### src/rtl/fetch_unit.sv
// fetch_unit: instruction fetch stage sitting directly in front of the decoder.
//
// Holds the fetch PC and issues word requests to instruction memory. Returned
// words are buffered with their PCs in a QDEPTH-entry FIFO and handed to decode
// with a valid/ready handshake. A redirect from execute flushes the queue and
// restarts fetch. Responses still in flight at that point are dropped when
// they arrive.
//
// Ports:
//   clk          in   1   system clock, rising edge
//   reset        in   1   asynchronous active-high reset
//   imem_req     out  1   fetch request valid
//   imem_addr    out  32  fetch address, word aligned
//   imem_ready   in   1   memory accepts the request this cycle
//   imem_rvalid  in   1   in-order response valid
//   imem_rdata   in   32  response instruction word
//   redirect     in   1   flush and restart fetch
//   redirect_pc  in   32  restart address (low two bits ignored)
//   dec_valid    out  1   dec_instr/dec_pc valid
//   dec_instr    out  32  instruction to decoder
//   dec_pc       out  32  PC of dec_instr
//   dec_ready    in   1   decoder consumes the head entry
module fetch_unit #(
  parameter logic [31:0] RESET_PC = 32'h0000_0000,
  parameter int          QDEPTH   = 4
) (
  input  logic        clk,
  input  logic        reset,
  output logic        imem_req,
  output logic [31:0] imem_addr,
  input  logic        imem_ready,
  input  logic        imem_rvalid,
  input  logic [31:0] imem_rdata,
  input  logic        redirect,
  input  logic [31:0] redirect_pc,
  output logic        dec_valid,
  output logic [31:0] dec_instr,
  output logic [31:0] dec_pc,
  input  logic        dec_ready
);

  localparam int PW = $clog2(QDEPTH);
  localparam int CW = PW + 1;
  localparam logic [CW:0]   DEPTH_W  = QDEPTH[CW:0];
  localparam logic [CW-1:0] CNT_ONE  = CW'(1'b1);
  localparam logic [CW-1:0] CNT_ZERO = CW'(1'b0);
  localparam logic [PW-1:0] PTR_ONE  = PW'(1'b1);
  localparam logic [PW-1:0] PTR_ZERO = PW'(1'b0);

  logic [31:0]   fetchPc_r;
  logic [31:0]   respPc_r;
  logic [CW-1:0] outstanding_r;
  logic [CW-1:0] dropCnt_r;
  logic [CW-1:0] count_r;
  logic [PW-1:0] head_r;
  logic [PW-1:0] tail_r;
  logic [31:0]   qInstr_r [QDEPTH];
  logic [31:0]   qPc_r    [QDEPTH];

  logic [CW:0]   credit_s;
  logic          accept_s;
  logic          push_s;
  logic          pop_s;
  logic          dropResp_s;
  logic [CW-1:0] outstandingNext_s;
  logic [CW-1:0] countNext_s;
  logic [31:0]   redirAligned_s;
  logic [1:0]    unusedRedirLsb_s;

  // Queued entries plus requests in flight can never exceed the queue size,
  // so every response has a guaranteed slot and push needs no full check.
  assign credit_s   = {1'b0, count_r} + {1'b0, outstanding_r};
  assign imem_req   = (credit_s < DEPTH_W) & ~redirect & ~reset;
  assign accept_s   = imem_req & imem_ready;
  assign imem_addr  = fetchPc_r;

  assign dec_valid  = (count_r != CNT_ZERO);
  assign dec_instr  = qInstr_r[head_r];
  assign dec_pc     = qPc_r[head_r];

  assign dropResp_s = imem_rvalid & (dropCnt_r != CNT_ZERO);
  assign push_s     = imem_rvalid & ~redirect & (dropCnt_r == CNT_ZERO);
  assign pop_s      = dec_valid & dec_ready & ~redirect;

  assign redirAligned_s   = {redirect_pc[31:2], 2'b00};
  assign unusedRedirLsb_s = redirect_pc[1:0];

  // Requests in flight: +1 on accept, -1 on any response (kept or dropped).
  always_comb begin
    outstandingNext_s = outstanding_r;
    if (accept_s && !imem_rvalid) begin
      outstandingNext_s = outstanding_r + CNT_ONE;
    end else if (!accept_s && imem_rvalid) begin
      outstandingNext_s = outstanding_r - CNT_ONE;
    end else begin
      outstandingNext_s = outstanding_r;
    end
  end

  // Queue occupancy after this cycle's push and pop.
  always_comb begin
    countNext_s = count_r;
    if (push_s && !pop_s) begin
      countNext_s = count_r + CNT_ONE;
    end else if (!push_s && pop_s) begin
      countNext_s = count_r - CNT_ONE;
    end else begin
      countNext_s = count_r;
    end
  end

  // Fetch/response PCs, in-flight bookkeeping and queue pointers.
  always_ff @(posedge clk or posedge reset) begin
    if (reset) begin
      fetchPc_r     <= RESET_PC;
      respPc_r      <= RESET_PC;
      outstanding_r <= CNT_ZERO;
      dropCnt_r     <= CNT_ZERO;
      count_r       <= CNT_ZERO;
      head_r        <= PTR_ZERO;
      tail_r        <= PTR_ZERO;
    end else begin
      outstanding_r <= outstandingNext_s;
      if (redirect) begin
        // Everything still in flight after this cycle belongs to the old
        // path; the count to drop equals the post-update outstanding value.
        fetchPc_r <= redirAligned_s;
        respPc_r  <= redirAligned_s;
        dropCnt_r <= outstandingNext_s;
        count_r   <= CNT_ZERO;
        head_r    <= PTR_ZERO;
        tail_r    <= PTR_ZERO;
      end else begin
        if (accept_s) begin
          fetchPc_r <= fetchPc_r + 32'd4;
        end
        if (dropResp_s) begin
          dropCnt_r <= dropCnt_r - CNT_ONE;
        end
        if (push_s) begin
          respPc_r <= respPc_r + 32'd4;
          tail_r   <= tail_r + PTR_ONE;
        end
        if (pop_s) begin
          head_r <= head_r + PTR_ONE;
        end
        count_r <= countNext_s;
      end
    end
  end

  // Queue storage; reset so the idle head reads as instr 0 at RESET_PC.
  always_ff @(posedge clk or posedge reset) begin
    if (reset) begin
      for (int i = 0; i < QDEPTH; i++) begin
        qInstr_r[i] <= 32'h0000_0000;
        qPc_r[i]    <= RESET_PC;
      end
    end else begin
      if (push_s) begin
        qInstr_r[tail_r] <= imem_rdata;
        qPc_r[tail_r]    <= respPc_r;
      end
    end
  end

endmodule
### config.mk
export PLATFORM = sky130hd
export DESIGN_NAME = fetch_unit
export DESIGN_NICKNAME = d
export VERILOG_FILES = /design/src/rtl/fetch_unit.sv
export SDC_FILE = /design/constraint.sdc
export NUM_CORES = 1
export LEC_CHECK = 0
export CORE_UTILIZATION = 43
export DETAILED_ROUTE_END_ITERATION = 7
export GPL_ROUTABILITY_DRIVEN = 0
export PLACE_DENSITY = 0.71
export SLEW_MARGIN = 10
export SYNTH_ARGS = -nofsm -noshare
export SYNTH_HDL_FRONTEND = slang
export SYNTH_SLANG_ARGS = --single-unit
### constraint.sdc
create_clock -name clk -period 12.4 [get_ports clk]
set_clock_uncertainty 0.05 [all_clocks]
set_input_delay 1.24 -clock clk [delete_from_list [all_inputs] [get_ports clk]]
set_output_delay 1.24 -clock clk [all_outputs]
set_load 0.1 [all_outputs]
==> impl_metrics.tcl <==
set metrics [dict create \
    status "complete, no violations" \
    drtIter0Drc 546 \
    yosys.area_share.xor_xnor 0.0259 \
    finalPower_uw 4580 \
    dieHeight_microns 188 \
    static-leakage-power_uw 0.00811 \
    die_area_sq_um 35400 \
    final_max_slew_viol_count 0 \
    synthesized_instance_count 1062 \
    fin_tns_setup_ns 0 \
    switching_share 0.444 \
    cts.path.max_buffers 3 \
    synth_common_cells "321 x dfrtp_1, 253 x mux2_2, 66 x nand2_1, 62 x mux4_2, 41 x buf_2" \
    reg2reg_slack_ns 8.95 \
    synth_compound_gate_area_share 0.0381 \
    wl_mm 32.1 \
    post-route-drc-count 0 \
    synth-warning-count 0 \
    asyncSetResetFlopFracSynth 1.00 \
    cts_repair_resize_count 0 \
    post_route_cells_drive_above_1_share 0.327 \
    worst_hold_path_class "reg2reg" \
    core-area_sq_um 33800 \
    worst_r2r_startpoint "dropCnt_r[0]" \
    dp_hpwl_mm 19.5 \
    clock-root-buffer "clkbuf_16" \
    route.detailed.vias_per_inst 5.55 \
    gr-total-overflow 0 \
    cts.repair_timing.setup_buffer_count 0 \
    timing.setup.critical_path_class "reg2out" \
    power_density_normalized_to_cell_area_nw_per_um2 254 \
    cts_inserted_buffers 37 \
    num_rows 67 \
    tritoncts "done" \
    worst_skew_pair.late_latency_ns 0.51 \
    synth-edff-count 0 \
    endpoint_kind "output pin" \
    total_number_of_h_tree_levels 2 \
    rsz0062_at_grt "false" \
    sequential_to_total_area_share_from_yosys_stat 0.539 \
    grt.total_usage 0.186 \
    synthesis.area_sq_um 14900 \
    crit_start "head_r[0]" \
    reg2regPathDepth 6 \
    diodes_inserted 0 \
    netlist_top_cells_area "dfrtp_1 54%, mux2_2 19%, mux4_2 9.4%" \
    synth_seq_cells 321 \
    mux_cell_area_share_after_synthesis 0.287 \
    drt_pre_antenna_iters 4 \
    main_combinational_cell_family_by_area_after_synthesis "multiplexers" \
    hold_path_startpoint "qPc_r[47]" \
    worst_slew_margin 0.256 \
    crit_end "dec_pc[16]" \
    fp.dieW_microns 188 \
    clkSinkCount 321 \
    vdd_ir_drop_max_v 0.000179 \
    routed_wire_length_per_instance_microns 19.2 \
    grt_start_max_net_pins 187 \
    highest_attainable_clock_frequency_mhz 199 \
    grt_pass1_wl_mm 52.6 \
    critPathLaunchType "flop" \
    synth_top_area_frac 0.539 \
    synth_area_leader_cell "dfrtp_1" \
    synth_area_per_cell_sq_um 14.0 \
    detailroute.via_count 9270 \
    worst_ep_arrival_time_ns 3.74 \
    worstReg2RegEnd "qInstr_r[29]" \
    clock_power_share 0.237 \
    net-switching-power_uw 2030 \
    area.growth.synth_to_final_pct 21.3 \
    internal_power_uw 2550 \
    maxCapViolations 0 \
    nNetsFinal 1282 \
    synth_simple_gate_area_share 0.0712 \
    min_period_ns 5.03 \
    comb_power_share 0.460 \
    yosysMostFrequentCell "dfrtp_1" \
    synth_flop_cell "dfrtp_1" \
    grt_pass1_vias 9700 \
    cts.reportedPaths.clkPinSlew_ns 0.06 \
    timing.hold.ws_ns 0.449 \
    synth.distinct_cells 58 \
    antenna_found_initial 1 \
    postCtsHoldBufs 0 \
    final-setup-viol-count 0 \
    power.sequential.fraction 0.303 \
    io_buffer_count 161 \
    synth_fa_ha_area_frac 0.0114 \
    timing_worst_slew_pin_value_ns 1.11 \
    ant_nets 0 \
    filler_cell_count 2737 \
    worst-path-max-fanout 45 \
    top_level_ports 168 \
    final.period_utilization 0.406 \
    initial_core_util 0.441 \
    post_dp_cell_area_sq_um 16800 \
    worstPathRequired_ns 11.11 \
    fin_area_sq_um 18100 \
    final-hold-violation-count 0 \
]
## critical path, cell delays in order (launching register included)
cell and delay (ns):
dfrtp_4 0.70, buf_4 0.82, mux4_2 0.62, clkdlybuf4s50_1 1.05
## power groups by stage
stage               logic [uW]  registers (uW)  clock network (uW)
finish                    2110            1390                1080
global route              2190            1420                1150
global placement          2100            1390                   0
CTS                       2130            1390                1110
detailed placement        2120            1410                   0
floorplan                 1630            1440                   0
## through the flow
step / utilization / worst slack [ns] / std cells
global placement: 0.498 / 7.63 / 1608
finish: 0.535 / 7.37 / 1670
floorplan: - / 2.23 / 1065
global route: 0.535 / 7.10 / 1670
detailed placement: 0.498 / 7.59 / 1608
CTS: 0.535 / 7.25 / 1670
## placed cells by master (no fill, tap or decap), types with 6 or more instances in the layout
cell / netlist / final
clkbuf_1: 22 / 6
dfrtp_1: 321 / 319
o211ai_1: 9 / 9
inv_1: 14 / 13
clkbuf_8: 0 / 10
mux2_2: 253 / 253
nor3_1: 8 / 8
mux4_2: 62 / 62
clkbuf_16: 0 / 39
xnor2_1: 14 / 14
o311ai_0: 11 / 11
nand4_1: 23 / 23
buf_4: 4 / 6
a21oi_1: 7 / 7
nor2_1: 26 / 26
clkdlybuf4s50_1: 0 / 160
nand2_1: 66 / 62
xor2_1: 30 / 30
ha_1: 12 / 12
nand3_1: 27 / 27
o21ai_0: 36 / 36
## area by class of cell
type                            count  area, sq um  area share
Clock inverter                      7         92.6     0.00512
Inverter                           15         63.8     0.00353
Timing Repair Buffer              168         1670      0.0925
Clock buffer                       55         1140      0.0629
Multi-Input combinational cell    656         6500       0.360
Sequential cell                   321         8040       0.445
Tap cell                          448          561      0.0310
## how the worst min path moves through the flow
stage | end | cells past startpoint
floorplan | qInstr_r[32] | 1
global placement | qPc_r[90] | 1
detailed placement | qPc_r[47] | 1
CTS | qInstr_r[36] | 1
global route | qInstr_r[11] | 1
finish | qPc_r[47] | 1
## state kept, by name (all words and copies together), names as in the netlist
name and count:
imem_addr 30, qPc_r 120, head_r 2, dropCnt_r 3, qInstr_r 128, tail_r 2, outstanding_r 3, respPc_r 30
count_r 3
## metal layers
layer	track usage	routed length (microns)	vias up
met2	0.293	14900	263
met3	0.0288	1620	49
met5	0	13	-
met4	0.0428	504	2
met1	0.270	15000	4771
li1	-	-	4185
## cell families (layout without fill, tap and decap cells)
logic type / Yosys count / count (layout)
AO/OA/AOI/OAI: 88 / 88
XOR/XNOR: 44 / 44
adder cells (fa/ha/maj): 13 / 13
buffers and inverters: 88 / 245
flip-flops: 321 / 321
multiplexers: 318 / 318
other: 1 / 4
AND/OR/NAND/NOR: 189 / 189
Power figures use the tool's default switching activity.
